===== config.mk =====
export PLATFORM = sky130hd
export DESIGN_NAME = pipe_stage_ctrl
export DESIGN_NICKNAME = d
export VERILOG_FILES = /design/src/rtl/mini_risc_pkg.sv /design/src/rtl/sat_counter.sv /design/src/rtl/pipe_stage_ctrl.sv
export SDC_FILE = /design/constraint.sdc
export NUM_CORES = 1
export LEC_CHECK = 0
export ABC_CLOCK_PERIOD_IN_PS = 1900
export BUFFER_PORTS_ARGS = -buffer_cell sky130_fd_sc_hd__clkbuf_2
export CORE_MARGIN = 3
export CORE_UTILIZATION = 44
export CTS_CLUSTER_SIZE = 30
export DETAILED_ROUTE_END_ITERATION = 10
export PLACE_DENSITY = 0.7
export SLEW_MARGIN = 10
export SYNTH_ARGS = -nofsm -noshare
export SYNTH_HDL_FRONTEND = slang
export SYNTH_SLANG_ARGS = --single-unit

===== constraint.sdc =====
create_clock -name clk -period 1.9 [get_ports clk]
set_input_delay 0.38 -clock clk [delete_from_list [all_inputs] [get_ports clk]]
set_output_delay 0.38 -clock clk [all_outputs]
set_load 0.05 [all_outputs]

===== src/rtl/mini_risc_pkg.sv =====
// Shared types and constants for the MINI-RISC pipeline sequencer.
// Holds the sequencer state enum, the stage-enable bundle, the per-cycle
// control bundle and the fixed-priority run-rule helper used by
// pipe_stage_ctrl.
package mini_risc_pkg;

  // Sequencer states.
  typedef enum logic [1:0] {
    RUN      = 2'd0,
    MEM_WAIT = 2'd1,
    DRAIN    = 2'd2,
    HALTED   = 2'd3
  } pipe_state_t;

  // Number of Execute/Writeback cycles let through after HALT is decoded.
  localparam int DRAIN_CYCLES = 2;

  // Counter widths for the memory wait timer and the drain counter.
  localparam int WAIT_CNT_W  = 8;
  localparam int DRAIN_CNT_W = 2;

  // One enable per pipeline register stage.
  typedef struct packed {
    logic f;
    logic d;
    logic e;
    logic w;
  } stage_en_t;

  localparam stage_en_t EN_ALL    = '{f: 1'b1, d: 1'b1, e: 1'b1, w: 1'b1};
  localparam stage_en_t EN_NONE   = '{f: 1'b0, d: 1'b0, e: 1'b0, w: 1'b0};
  localparam stage_en_t EN_BUBBLE = '{f: 1'b0, d: 1'b0, e: 1'b1, w: 1'b1};

  // Everything the sequencer drives into the datapath in one cycle.
  typedef struct packed {
    stage_en_t en;
    logic      bubble;
    logic      kill;
    logic      redirect;
  } ctrl_t;

  localparam ctrl_t CTRL_RUN      = '{en: EN_ALL,    bubble: 1'b0, kill: 1'b0, redirect: 1'b0};
  localparam ctrl_t CTRL_FREEZE   = '{en: EN_NONE,   bubble: 1'b0, kill: 1'b0, redirect: 1'b0};
  localparam ctrl_t CTRL_BUBBLE   = '{en: EN_BUBBLE, bubble: 1'b1, kill: 1'b0, redirect: 1'b0};
  localparam ctrl_t CTRL_REDIRECT = '{en: EN_ALL,    bubble: 1'b0, kill: 1'b1, redirect: 1'b1};

  // Result of the hazard run rules: datapath control plus "start draining".
  typedef struct packed {
    ctrl_t ctrl;
    logic  to_drain;
  } rule_t;

  // Hazard rules below the memory freeze, highest priority first.
  // Stall beats flush: the branch operands in Decode are not valid yet and
  // the hazard unit re-raises flush_req once the stall is gone.
  function automatic rule_t run_rules(input logic stall, input logic flush,
                                      input logic halt);
    rule_t r;
    r.ctrl     = CTRL_RUN;
    r.to_drain = 1'b0;
    if (stall) begin
      r.ctrl = CTRL_BUBBLE;
    end else if (flush) begin
      r.ctrl = CTRL_REDIRECT;
    end else if (halt) begin
      r.ctrl     = CTRL_BUBBLE;
      r.to_drain = 1'b1;
    end
    return r;
  endfunction

endpackage


===== src/rtl/sat_counter.sv =====
// Saturating up-counter: counts cycles with inc high, sticks at all-ones,
// clears on asynchronous active-low reset.
module sat_counter #(
  parameter int CNT_W = 16
) (
  input  logic             clk,
  input  logic             rst_n,
  input  logic             inc,
  output logic [CNT_W-1:0] count
);

  localparam logic [CNT_W-1:0] ONE = {{(CNT_W-1){1'b0}}, 1'b1};

  logic [CNT_W-1:0] count_q;
  logic [CNT_W-1:0] count_d;

  // Next count: step on inc unless already saturated.
  always_comb begin
    count_d = count_q;
    if (inc && (count_q != {CNT_W{1'b1}})) begin
      count_d = count_q + ONE;
    end
  end

  // Count register.
  always_ff @(posedge clk or negedge rst_n) begin
    if (!rst_n) begin
      count_q <= '0;
    end else begin
      count_q <= count_d;
    end
  end

  assign count = count_q;

endmodule


===== src/rtl/pipe_stage_ctrl.sv =====
// Central sequencer for the MINI-RISC four-stage pipeline.
// Resolves load-use stall, branch/jump flush, data-memory wait and halt each
// cycle and drives the stage enables, Execute bubble, Decode kill and PC
// redirect (Mealy outputs from state and inputs).
// Optional feature macro: PIPE_STAGE_CTRL_PERF_EN adds the stall_cycles and
// flush_count performance counters; without it those ports do not exist.
//
// Memory handshake: mem_req_E marks an Execute-stage data-memory access this
// cycle; the access completes in the cycle mem_ready is high. Every cycle the
// access is outstanding without mem_ready freezes all four stages. Once a
// wait has begun the sequencer only watches mem_ready, and the wait aborts
// into HALTED with mem_err set when MEM_TIMEOUT wait cycles pass unserved.
module pipe_stage_ctrl
  import mini_risc_pkg::*;
#(
  parameter int MEM_TIMEOUT = 15,
  parameter int CNT_W       = 16
) (
  input  logic             clk,
  input  logic             rst_n,
  input  logic             stall_req,
  input  logic             flush_req,
  input  logic             halt_D,
  input  logic             mem_req_E,
  input  logic             mem_ready,
  output logic             en_F,
  output logic             en_D,
  output logic             en_E,
  output logic             en_W,
  output logic             bubble_E,
  output logic             kill_D,
  output logic             pc_redirect,
  output logic             halted,
`ifdef PIPE_STAGE_CTRL_PERF_EN
  output logic             mem_err,
  output logic [CNT_W-1:0] stall_cycles,
  output logic [CNT_W-1:0] flush_count
`else
  output logic             mem_err
`endif
);

  // Reject configurations the wait timer or counters cannot represent.
  if (MEM_TIMEOUT < 2 || MEM_TIMEOUT > 255 || CNT_W < 1) begin : g_bad_cfg
    $error("pipe_stage_ctrl: illegal MEM_TIMEOUT or CNT_W");
  end

  localparam logic [WAIT_CNT_W-1:0]  TIMEOUT_V  = WAIT_CNT_W'(MEM_TIMEOUT);
  localparam logic [WAIT_CNT_W-1:0]  WAIT_ONE   = {{(WAIT_CNT_W-1){1'b0}}, 1'b1};
  localparam logic [DRAIN_CNT_W-1:0] DRAIN_INIT = DRAIN_CNT_W'(DRAIN_CYCLES);
  localparam logic [DRAIN_CNT_W-1:0] DRAIN_ONE  = {{(DRAIN_CNT_W-1){1'b0}}, 1'b1};

  pipe_state_t             state_q, state_d;
  logic [WAIT_CNT_W-1:0]   wait_cnt_q, wait_cnt_d;
  logic [DRAIN_CNT_W-1:0]  drain_cnt_q, drain_cnt_d;
  logic                    mem_err_q, mem_err_d;

  rule_t                   rr;
  ctrl_t                   ctrl;
  logic                    mem_stall;
  logic [WAIT_CNT_W-1:0]   wait_inc;
  logic                    wait_expired;

  // Hazard rule evaluation and memory-wait bookkeeping shared by all states.
  always_comb begin
    rr           = run_rules(stall_req, flush_req, halt_D);
    mem_stall    = mem_req_E && !mem_ready;
    // wait_inc counts the current cycle, so expiry fires on the
    // MEM_TIMEOUT-th frozen cycle and HALTED follows on the next one.
    wait_inc     = wait_cnt_q + WAIT_ONE;
    wait_expired = (wait_inc == TIMEOUT_V);
  end

  // Next state, timers and Mealy control outputs.
  always_comb begin
    state_d     = state_q;
    wait_cnt_d  = '0;
    drain_cnt_d = drain_cnt_q;
    mem_err_d   = mem_err_q;
    ctrl        = CTRL_FREEZE;

    case (state_q)
      RUN: begin
        if (mem_stall) begin
          // First wait cycle is already spent here.
          state_d    = MEM_WAIT;
          wait_cnt_d = WAIT_ONE;
        end else begin
          ctrl = rr.ctrl;
          if (rr.to_drain) begin
            state_d     = DRAIN;
            drain_cnt_d = DRAIN_INIT;
          end
        end
      end

      MEM_WAIT: begin
        if (!mem_ready) begin
          wait_cnt_d = wait_inc;
          if (wait_expired) begin
            mem_err_d = 1'b1;
            state_d   = HALTED;
          end
        end else begin
          // Access completes: the hazard rules take effect this same cycle.
          ctrl = rr.ctrl;
          if (rr.to_drain) begin
            state_d     = DRAIN;
            drain_cnt_d = DRAIN_INIT;
          end else begin
            state_d = RUN;
          end
        end
      end

      DRAIN: begin
        // Stall, flush and halt requests are ignored while draining; a
        // memory freeze holds the drain count but keeps the timeout running.
        if (mem_stall) begin
          wait_cnt_d = wait_inc;
          if (wait_expired) begin
            mem_err_d = 1'b1;
            state_d   = HALTED;
          end
        end else begin
          ctrl        = CTRL_BUBBLE;
          drain_cnt_d = drain_cnt_q - DRAIN_ONE;
          if (drain_cnt_q == DRAIN_ONE) begin
            state_d = HALTED;
          end
        end
      end

      HALTED: begin
        ctrl = CTRL_FREEZE;
      end

      default: begin
        state_d = RUN;
      end
    endcase
  end

  // State, timers and sticky error register.
  always_ff @(posedge clk or negedge rst_n) begin
    if (!rst_n) begin
      state_q     <= RUN;
      wait_cnt_q  <= '0;
      drain_cnt_q <= '0;
      mem_err_q   <= 1'b0;
    end else begin
      state_q     <= state_d;
      wait_cnt_q  <= wait_cnt_d;
      drain_cnt_q <= drain_cnt_d;
      mem_err_q   <= mem_err_d;
    end
  end

  // Everything is forced low while reset is held.
  assign en_F        = ctrl.en.f     & rst_n;
  assign en_D        = ctrl.en.d     & rst_n;
  assign en_E        = ctrl.en.e     & rst_n;
  assign en_W        = ctrl.en.w     & rst_n;
  assign bubble_E    = ctrl.bubble   & rst_n;
  assign kill_D      = ctrl.kill     & rst_n;
  assign pc_redirect = ctrl.redirect & rst_n;
  assign halted      = (state_q == HALTED) & rst_n;
  assign mem_err     = mem_err_q & rst_n;

`ifdef PIPE_STAGE_CTRL_PERF_EN
  logic stall_inc;
  logic flush_inc;

  // Decode-frozen cycles outside HALTED, and redirect cycles.
  assign stall_inc = !ctrl.en.d && (state_q != HALTED);
  assign flush_inc = ctrl.redirect;

  sat_counter #(.CNT_W(CNT_W)) u_stall_cnt (
    .clk   (clk),
    .rst_n (rst_n),
    .inc   (stall_inc),
    .count (stall_cycles)
  );

  sat_counter #(.CNT_W(CNT_W)) u_flush_cnt (
    .clk   (clk),
    .rst_n (rst_n),
    .inc   (flush_inc),
    .count (flush_count)
  );
`endif

endmodule


==> impl_metrics.ini, run 1 <==
[setup_path]
crit_fanout = 5
setup.worst_path.end_class = output port
crit_arrival_ns = 1.70
worstSetupPathType = flip-flop to output port
r2r_cells = 7
cp.required_ns = 1.52
crit_start = state_q[0]$_DFFE_PN0P_
cp_cell_sequence = inv_4, ha_4, inv_4, o21ai_2, nand2_2, nor3b_4, clkbuf_8
critPathSlowestCell = dfrtp_2
rr_endpoint = drain_cnt_q[0]$_DFFE_PN0P_
path_common_cell = inv_4
r2r_slack_ns = 0.13
timing.rr.start = state_q[1]$_DFFE_PN0P_
critPathMaxStageDelay_ns = 0.44
critPathLaunchType = flip-flop
critPathCapture = kill_D

[synth]
synthTopCellsByArea = dfrtp_1 34%, ha_1 11%, nor2_1 4.0%
synthCells = 104
ys_ff_latch = 13
avgSynthCellArea_sq_um = 9.08
yosys_warnings = 0
synth_fp_nets = 119
yosys.cell_types.count = 37
ys.flop_type = dfrtp_1
yosys.area.top_type = dfrtp_1
synth_edf_count = 0
yosysTopAreaCellShare = 0.344
syn-cell-area_sq_um = 945
ys_seq_area_frac = 0.344
ys_async_sr_fraction = 1.00

[power]
combPwrFrac = 0.676
seqPwrFrac = 0.227
sw_frac_of_total = 0.443
total_power_mw = 1.68
p_leak_nw = 0.580
clock_power_share = 0.098
peakVddDrop_mv = 0.726
switchingPower_mw = 0.744
power_density_nw_per_um2 = 1330
intPower_mw = 0.935

[sta]
setup_slack_ns = -0.177
setup_viol = 7
hold_viol = 0
fin_crit_sh = 1.09
slew_headroom = 0.799
fin_crit_ns = 2.08
tightestPinTransition_ns = 0.299
finalSetupTns_ns = -0.920
max_freq_ghz = 0.481
rsz0062_at_grt = yes
finClkSkew_ns = 0.00767
drv_slew = 0

[grt]
grt_max_degree = 10
grt_pass1_vias = 821
track_usage = 0.184
grt_antenna_before_repair = 0
grt_pass1_wl_mm = 3.67
grt_remaining_overflow = 0

[routing]
first_pass_iters = 4
wl_per_cell_microns = 14.3
via_per_inst = 5.37
drt_iter0_markers = 7
drt-total-wl_mm = 2.21
drc = 0
ant_nets = 0
num_vias = 827

[finish]
area_growth_pct = 33.4
nets = 143
antenna_cells = 0
final_layout_size_suffix_gt1_frac = 0.354

[clock_network]
cts.clk_slew.worst_paths_ns = 0.08
cts_root_buf = clkbuf_4
htreeDepth = 1
clk_path_buf_depth = 2
clock-sinks = 13
cts_buffers = 3
cts_hold_buf = 0
clock_latency_ns = 0.27
cts_tree = yes

[job]
max_cap_violations = 0

[worst_hold_path]
hold_class = primary input to asynchronous set/reset pin

[floorplan]
ioPinCount = 16
die_w_microns = 52.3
dieArea_sq_um = 2740
start_util = 0.472
core_area_sq_um = 2000
rows = 16
dieHeight_microns = 52.3

[placed_design]
portBuffers = 15
gp_congestion = 0.859
dp_hpwl_mm = 1.66

[outcome]
status = finished, violations left
violations = setup timing
## routing by layer
layer,share of wire,vias up,routed length (microns),track usage
li1,-,410,-,-
met1,0.43,406,949,0.227
met2,0.53,9,1170,0.318
met3,0.032,2,71,0.0513
met4,0.0086,0,19,0.0383
met5,0,-,0,0
## cell families (layout without fill, tap and decap cells)
family | after synthesis | in the layout | share of synthesized area
AO/OA/AOI/OAI | 22 | 22 | 0.172
XOR/XNOR | 6 | 6 | 0.0556
adder cells (fa/ha/maj) | 8 | 8 | 0.106
buffers and inverters | 14 | 37 | 0.0702
flip-flops | 13 | 13 | 0.344
multiplexers | 3 | 3 | 0.0318
AND/OR/NAND/NOR | 38 | 38 | 0.220
## power groups by stage
stage,Sequential (mW),Clock (mW),Combinational (mW)
global placement,0.383,0,0.936
finish,0.381,0.164,1.13
CTS,0.377,0.174,1.10
floorplan,0.384,0,0.760
global route,0.385,0.192,1.23
detailed placement,0.391,0,0.959
## repair_timing
| action | CTS | global route |
|---|---|---|
| endpoints found under the setup margin | 7 | 8 |
| buffers inserted | 4 | 0 |
| pin swaps | 6 | 0 |
| resized for setup | 19 | 7 |
## critical path: cells and delay by family (launching register included)
family / cells / cell delay [ns]
flops: 1 / 0.44
simple gates: 2 / 0.35
buf+inv: 3 / 0.34
fa+ha+maj: 1 / 0.18
compound gates: 1 / 0.11
## flip-flops by register name, summed over array words and instances, names as in the netlist
register and flops:
drain_cnt_q 2, wait_cnt_q 8, state_q 2, mem_err_q 1
## through the flow
step | worst slack (ns) | area [sq um] | std cells | hold slack [ns] | utilization
after floorplan | -0.218 | 1000 | 104 | 0.0844 | -
after global placement | 0.0607 | 1120 | 146 | 0.390 | 0.558
after detailed placement | 0.0202 | 1120 | 146 | 0.400 | 0.558
after CTS | -0.160 | 1250 | 154 | 0.0967 | 0.623
after global routing | -0.245 | 1260 | 154 | 0.102 | 0.629
final | -0.177 | 1260 | 154 | 0.105 | 0.629
## Yosys cell counts (all sizes together), types with 2 or more instances
library cell and count:
buf 5, ha 8, a21oi 5, xor2 4
mux2i 3, nand3 6, xnor2 2, nor2b 2
nor3b 3, o21ai 3, nor2 10, nand2 4
and2 2, dfrtp 13, inv 8, o21a 2
and3 4, nor3 2
## placed cells by master (no fill, tap or decap), types with 4 or more instances in the layout
cell type,netlist,final
dfrtp_1,13,12
nor2_1,10,10
buf_4,3,10
clkbuf_2,0,7
nand3_1,6,6
ha_1,8,6
inv_1,8,5
a21oi_1,5,5
and3_1,4,4
xor2_1,4,4
buf_8,0,4
## worst min path at each step
stage,from,end,slack (ns)
finish,rst_n,mem_err_q$_DFFE_PN0P_,0.11
global route,rst_n,drain_cnt_q[1]$_DFFE_PN0P_,0.10
CTS,rst_n,mem_err_q$_DFFE_PN0P_,0.1
detailed placement,rst_n,drain_cnt_q[1]$_DFFE_PN0P_,0.40
global placement,rst_n,drain_cnt_q[1]$_DFFE_PN0P_,0.39
floorplan,rst_n,drain_cnt_q[0]$_DFFE_PN0P_,0.08
## final cells by class
class	count	area, sq um
fillers	166	742
flip-flops and latches	13	327
inverters	8	35.0
well taps	27	33.8
clock buffers	4	26.3
multi-input cells	77	622
repair buffers	25	216
(Power assumes the default switching activity.)
==> run 2, diff against run 1 <==
ABC_CLOCK_PERIOD_IN_PS = 1700   (was 1900)
PLACE_DENSITY = 0.72   (was 0.7)
clock period = 1.7 ns   (was 1.9 ns; I/O delays follow)
==> run 2 against run 1 <==
The run still ends with setup timing left. First-iteration DRC count up 130%. Design area up 19%. Clock skew about the same. Core utilization up 12 points. Critical endpoint is now en_W.
==> impl_metrics.ini, run 2 (synthesis results as in run 1) <==
[outcome]
status = finished, violations left
violations = setup timing

[clock_network]
cts.clk_slew.worst_paths_ns = 0.08
clk_path_buf_depth = 2
cts_tree = yes
cts_root_buf = clkbuf_4
cts_buffers = 3
htreeDepth = 1
clock-sinks = 13
clock_latency_ns = 0.28

[sta]
drv_slew = 0
tightestPinTransition_ns = 0.284
hold_viol = 0
fin_crit_ns = 2.09
setup_slack_ns = -0.395
max_freq_ghz = 0.477
fin_crit_sh = 1.23
slew_headroom = 0.810
rsz0062_at_grt = yes
setup_viol = 10
finClkSkew_ns = 0.00772

[grt]
grt_antenna_before_repair = 0
grt_max_degree = 10
track_usage = 0.212
grt_pass1_wl_mm = 4.13
grt_remaining_overflow = 0
grt_pass1_vias = 872

[finish]
fin_cells = 170
utilization = 0.748
antenna_cells = 0
largest_register_ffs = 8
final_layout_size_suffix_gt1_frac = 0.490
nets = 159
layout_common_cells = 21 x buf_4, 12 x dfrtp_1, 9 x nor2_1, 7 x clkbuf_2, 6 x nand3_1
largestRegisters = wait_cnt_q x8, drain_cnt_q x2, state_q x2
stdcell_area_sq_um = 1500
layout_commonest_cell = buf_4
area_growth_pct = 58.5
regMostFlops = wait_cnt_q

[setup_path]
crit_fanout = 3
worstSetupPathType = flip-flop to output port
r2r_cells = 6
critPathLaunchType = flip-flop
cp.required_ns = 1.36
setup.worst_path.end_class = output port
r2r_slack_ns = -0.01
crit_arrival_ns = 1.75
rr_endpoint = state_q[1]$_DFFE_PN0P_
timing.rr.start = wait_cnt_q[0]$_DFF_PN0_

[routing]
via_per_inst = 5.40
drt_iter0_markers = 16
drc = 0
first_pass_iters = 4
num_vias = 918
ant_nets = 0
wl_per_cell_microns = 16.3
drt-total-wl_mm = 2.78

[floorplan]
dieHeight_microns = 52.3
dieArea_sq_um = 2740
core_area_sq_um = 2000
ioPinCount = 16
die_w_microns = 52.3
start_util = 0.472
rows = 16

[placed_design]
portBuffers = 15
placed_cells = 157
dp_hpwl_mm = 1.78
dpl_cell_area_sq_um = 1200
pre_cts_ws_ns = -0.0924
gp_congestion = 0.878

[power]
total_power_mw = 2.28
peakVddDrop_mv = 1.05
power_density_nw_per_um2 = 1520
p_leak_nw = 0.666

[job]
max_cap_violations = 0

[worst_hold_path]
hold_class = primary input to asynchronous set/reset pin
-- run 2: metal layers --
layer	share of wire	global-route usage	up-vias
met5	0	0	-
met4	0.027	0.0638	0
met3	0.059	0.0655	9
met2	0.49	0.345	28
met1	0.42	0.266	436
li1	-	-	445
-- run 2: final cells by class --
| class | count | area (sq um) |
|---|---|---|
| clock buffer | 4 | 26.3 |
| fill | 130 | 504 |
| inverter | 8 | 32.5 |
| multi-input combinational | 77 | 716 |
| sequential | 13 | 327 |
| tap | 27 | 33.8 |
| timing repair buffer | 41 | 363 |
-- run 2: power by group --
group / switching, mW / internal (mW)
sequential: 0.0570 / 0.373
combinational: 0.827 / 0.829
clock: 0.0998 / 0.0912
total: 0.984 / 1.29
-- run 2: through the flow --
step           hold WS (ns)  setup TNS, ns
2_1_floorplan        0.0444          -1.18
3_3_place_gp          0.180         -0.165
3_5_place_dp          0.182         -0.314
4_1_cts              0.0326          -1.84
5_1_grt              0.0234          -3.04
6_report             0.0249          -2.38
-- run 2: repair_timing --
action | 4_1_cts | 5_1_grt
pin swaps | 5 | 9
endpoints found under the hold margin | 3 | 0
setup buffers | 5 | 5
setup endpoints to repair | 8 | 19
gates resized for setup | 24 | 21
gates cloned | 0 | 0
hold buffers | 1 | 0
-- run 2: worst max-delay path by stage --
stage	from	depth (start not counted)	slack, ns	end
after floorplan	state_q[1]$_DFFE_PN0P_	7	-0.38	pc_redirect
after global placement	state_q[0]$_DFFE_PN0P_	7	-0.06	pc_redirect
after detailed placement	state_q[0]$_DFFE_PN0P_	7	-0.09	kill_D
after CTS	state_q[0]$_DFFE_PN0P_	7	-0.29	pc_redirect
after global routing	state_q[0]$_DFFE_PN0P_	8	-0.44	en_W
final	state_q[0]$_DFFE_PN0P_	8	-0.39	en_W
-- run 2: critical path: stages, from the launching register on --
cell      delay (ns)
dfrtp_2         0.42
inv_4           0.06
ha_4            0.16
o21ai_1         0.19
o21ai_2         0.10
nand2_2         0.14
buf_4           0.15
nand2_2         0.07
clkbuf_8        0.18
==> run 3, diff against run 2 <==
GPL_ROUTABILITY_DRIVEN = 0   (was unset)
SKIP_CTS_REPAIR_TIMING = 1   (was unset)
==> run 3 against run 2 <==
The run still ends with setup timing left. Sequential cell count unchanged. Combinational power is 9.6% lower. Clock power is essentially flat. Final cell count is 1.2% lower. Via count decreased by 4.6%. Highest routed layer unchanged. Sequential share of layout area grew 1.4 points. Critical endpoint is now kill_D. Clock skew fell by 0.00076 ns. Largest power group unchanged. Die area is the same. Routed wire length shrank 12%.
==> impl_metrics.ini, run 3 (synthesis results as in run 1) <==
[outcome]
status = finished, violations left
violations = setup timing

[setup_path]
crit_arrival_ns = 1.66
path_buf_inv = 3
cp.required_ns = 1.36
critPathLaunchType = flip-flop
path_delay_family = flip-flops
setup.worst_path.end_class = output port
worstSetupPathType = flip-flop to output port
critPathMaxStageDelay_ns = 0.45
crit_fanout = 4
critPathSlowestCell = dfrtp_2
cp_cell_sequence = inv_4, ha_4, inv_2, o21ai_2, nand2_2, nor3b_4, buf_6

[worst_hold_path]
hold_class = primary input to asynchronous set/reset pin

[finish]
area_growth_pct = 48.7
largestRegisters = wait_cnt_q x8, drain_cnt_q x2, state_q x2
seqCellArea_sq_um = 327
layout_commonest_cell = buf_4
final_layout_size_suffix_gt1_frac = 0.461
layout_common_cells = 21 x buf_4, 12 x dfrtp_1, 9 x nor2_1, 8 x buf_6, 7 x clkbuf_2
multiInputGateArea_sq_um = 663
antenna_cells = 0
fillers = 147
largest_register_ffs = 8
nets = 157
regMostFlops = wait_cnt_q

[routing]
drc = 0
num_vias = 876
first_pass_iters = 4
via_per_inst = 5.21
ant_nets = 0
wl_per_cell_microns = 14.5
drt-total-wl_mm = 2.44
drt_iter0_markers = 19

[grt]
track_usage = 0.185
grt_remaining_overflow = 0
grt_pass1_vias = 814
grt_pass1_wl_mm = 3.68
grt_max_degree = 10
grt_antenna_before_repair = 0

[clock_network]
clock_latency_ns = 0.28
cts_tree = yes
cts_root_buf = clkbuf_4
clock-sinks = 13
clk_path_buf_depth = 2
cts.clk_slew.worst_paths_ns = 0.08
htreeDepth = 1
cts_buffers = 3

[sta]
setup_slack_ns = -0.299
hold_viol = 0
max_freq_ghz = 0.500
rsz0062_at_grt = yes
finClkSkew_ns = 0.00696
hold_ws_ns = 0.0175
setup_viol = 9
fin_crit_ns = 2.00
tightestPinTransition_ns = 0.280
finalSetupTns_ns = -1.92
slew_headroom = 0.813
fin_crit_sh = 1.18
drv_slew = 0

[power]
switchingPower_mw = 0.893
combPwrFrac = 0.709
clock_power_share = 0.091
power_density_nw_per_um2 = 1510
seqPwrFrac = 0.200
sw_frac_of_total = 0.421
intPower_mw = 1.23
p_leak_nw = 0.647
peakVddDrop_mv = 1.05

[floorplan]
ioPinCount = 16
start_util = 0.472
dieHeight_microns = 52.3
core_area_sq_um = 2000
die_w_microns = 52.3
rows = 16
dieArea_sq_um = 2740

[job]
max_cap_violations = 0

[placed_design]
dp_hpwl_mm = 1.78
portBuffers = 15
[run 3: cell count changes in the layout (fill, tap and decap cells not counted), sizes merged]
cell and change:
clkbuf -4, buf +2
[run 3: path summary, 6_finish.rpt]
path | start | end | slack, ns | depth (start not counted)
worst max-delay path | state_q[0]$_DFFE_PN0P_ | kill_D | -0.30 | 7
worst min-delay path | rst_n | drain_cnt_q[0]$_DFFE_PN0P_ | 0.02 | 2
worst max register to register | state_q[0]$_DFFE_PN0P_ | state_q[1]$_DFFE_PN0P_ | -0.06 | 9
worst min register to register | mem_err_q$_DFFE_PN0P_ | mem_err_q$_DFFE_PN0P_ | 0.48 | 2
max in group asynchronous | rst_n | drain_cnt_q[1]$_DFFE_PN0P_ | 1.05 | 2
min in group clk | mem_err_q$_DFFE_PN0P_ | mem_err_q$_DFFE_PN0P_ | 0.48 | 2
[run 3: final cells by class]
class,count,area share
sequential,13,0.232
multi-input combinational,77,0.472
clock buffer,4,0.0187
inverter,8,0.0232
timing repair buffer,39,0.230
tap,27,0.0240
[run 3: power groups by stage]
stage / sequential (mW) / clock [mW] / combinational (mW)
after floorplan: 0.429 / 0 / 0.852
after global placement: 0.420 / 0 / 1.16
after detailed placement: 0.426 / 0 / 1.19
after CTS: 0.421 / 0.192 / 1.20
after global routing: 0.427 / 0.214 / 1.63
final: 0.423 / 0.193 / 1.50
[run 3: metal layers]
metal  part of all wire  wire [microns]  global-route usage
met5                  0               0                   0
met3              0.039              94              0.0655
met2               0.47            1150               0.285
met1               0.47            1150               0.244
met4              0.020              50              0.0468
[run 3: stage by stage]
step / instance area [sq um] / setup slack, ns / utilization / power (mW) / std cells
finish: 1410 / -0.299 / 0.702 / 2.12 / 168
global route: 1410 / -0.368 / 0.702 / 2.27 / 168
CTS: 1230 / -0.398 / 0.613 / 1.81 / 161
detailed placement: 1200 / -0.0924 / 0.600 / 1.62 / 157
global placement: 1200 / -0.0585 / 0.600 / 1.58 / 157
floorplan: 1000 / -0.378 / - / 1.28 / 104
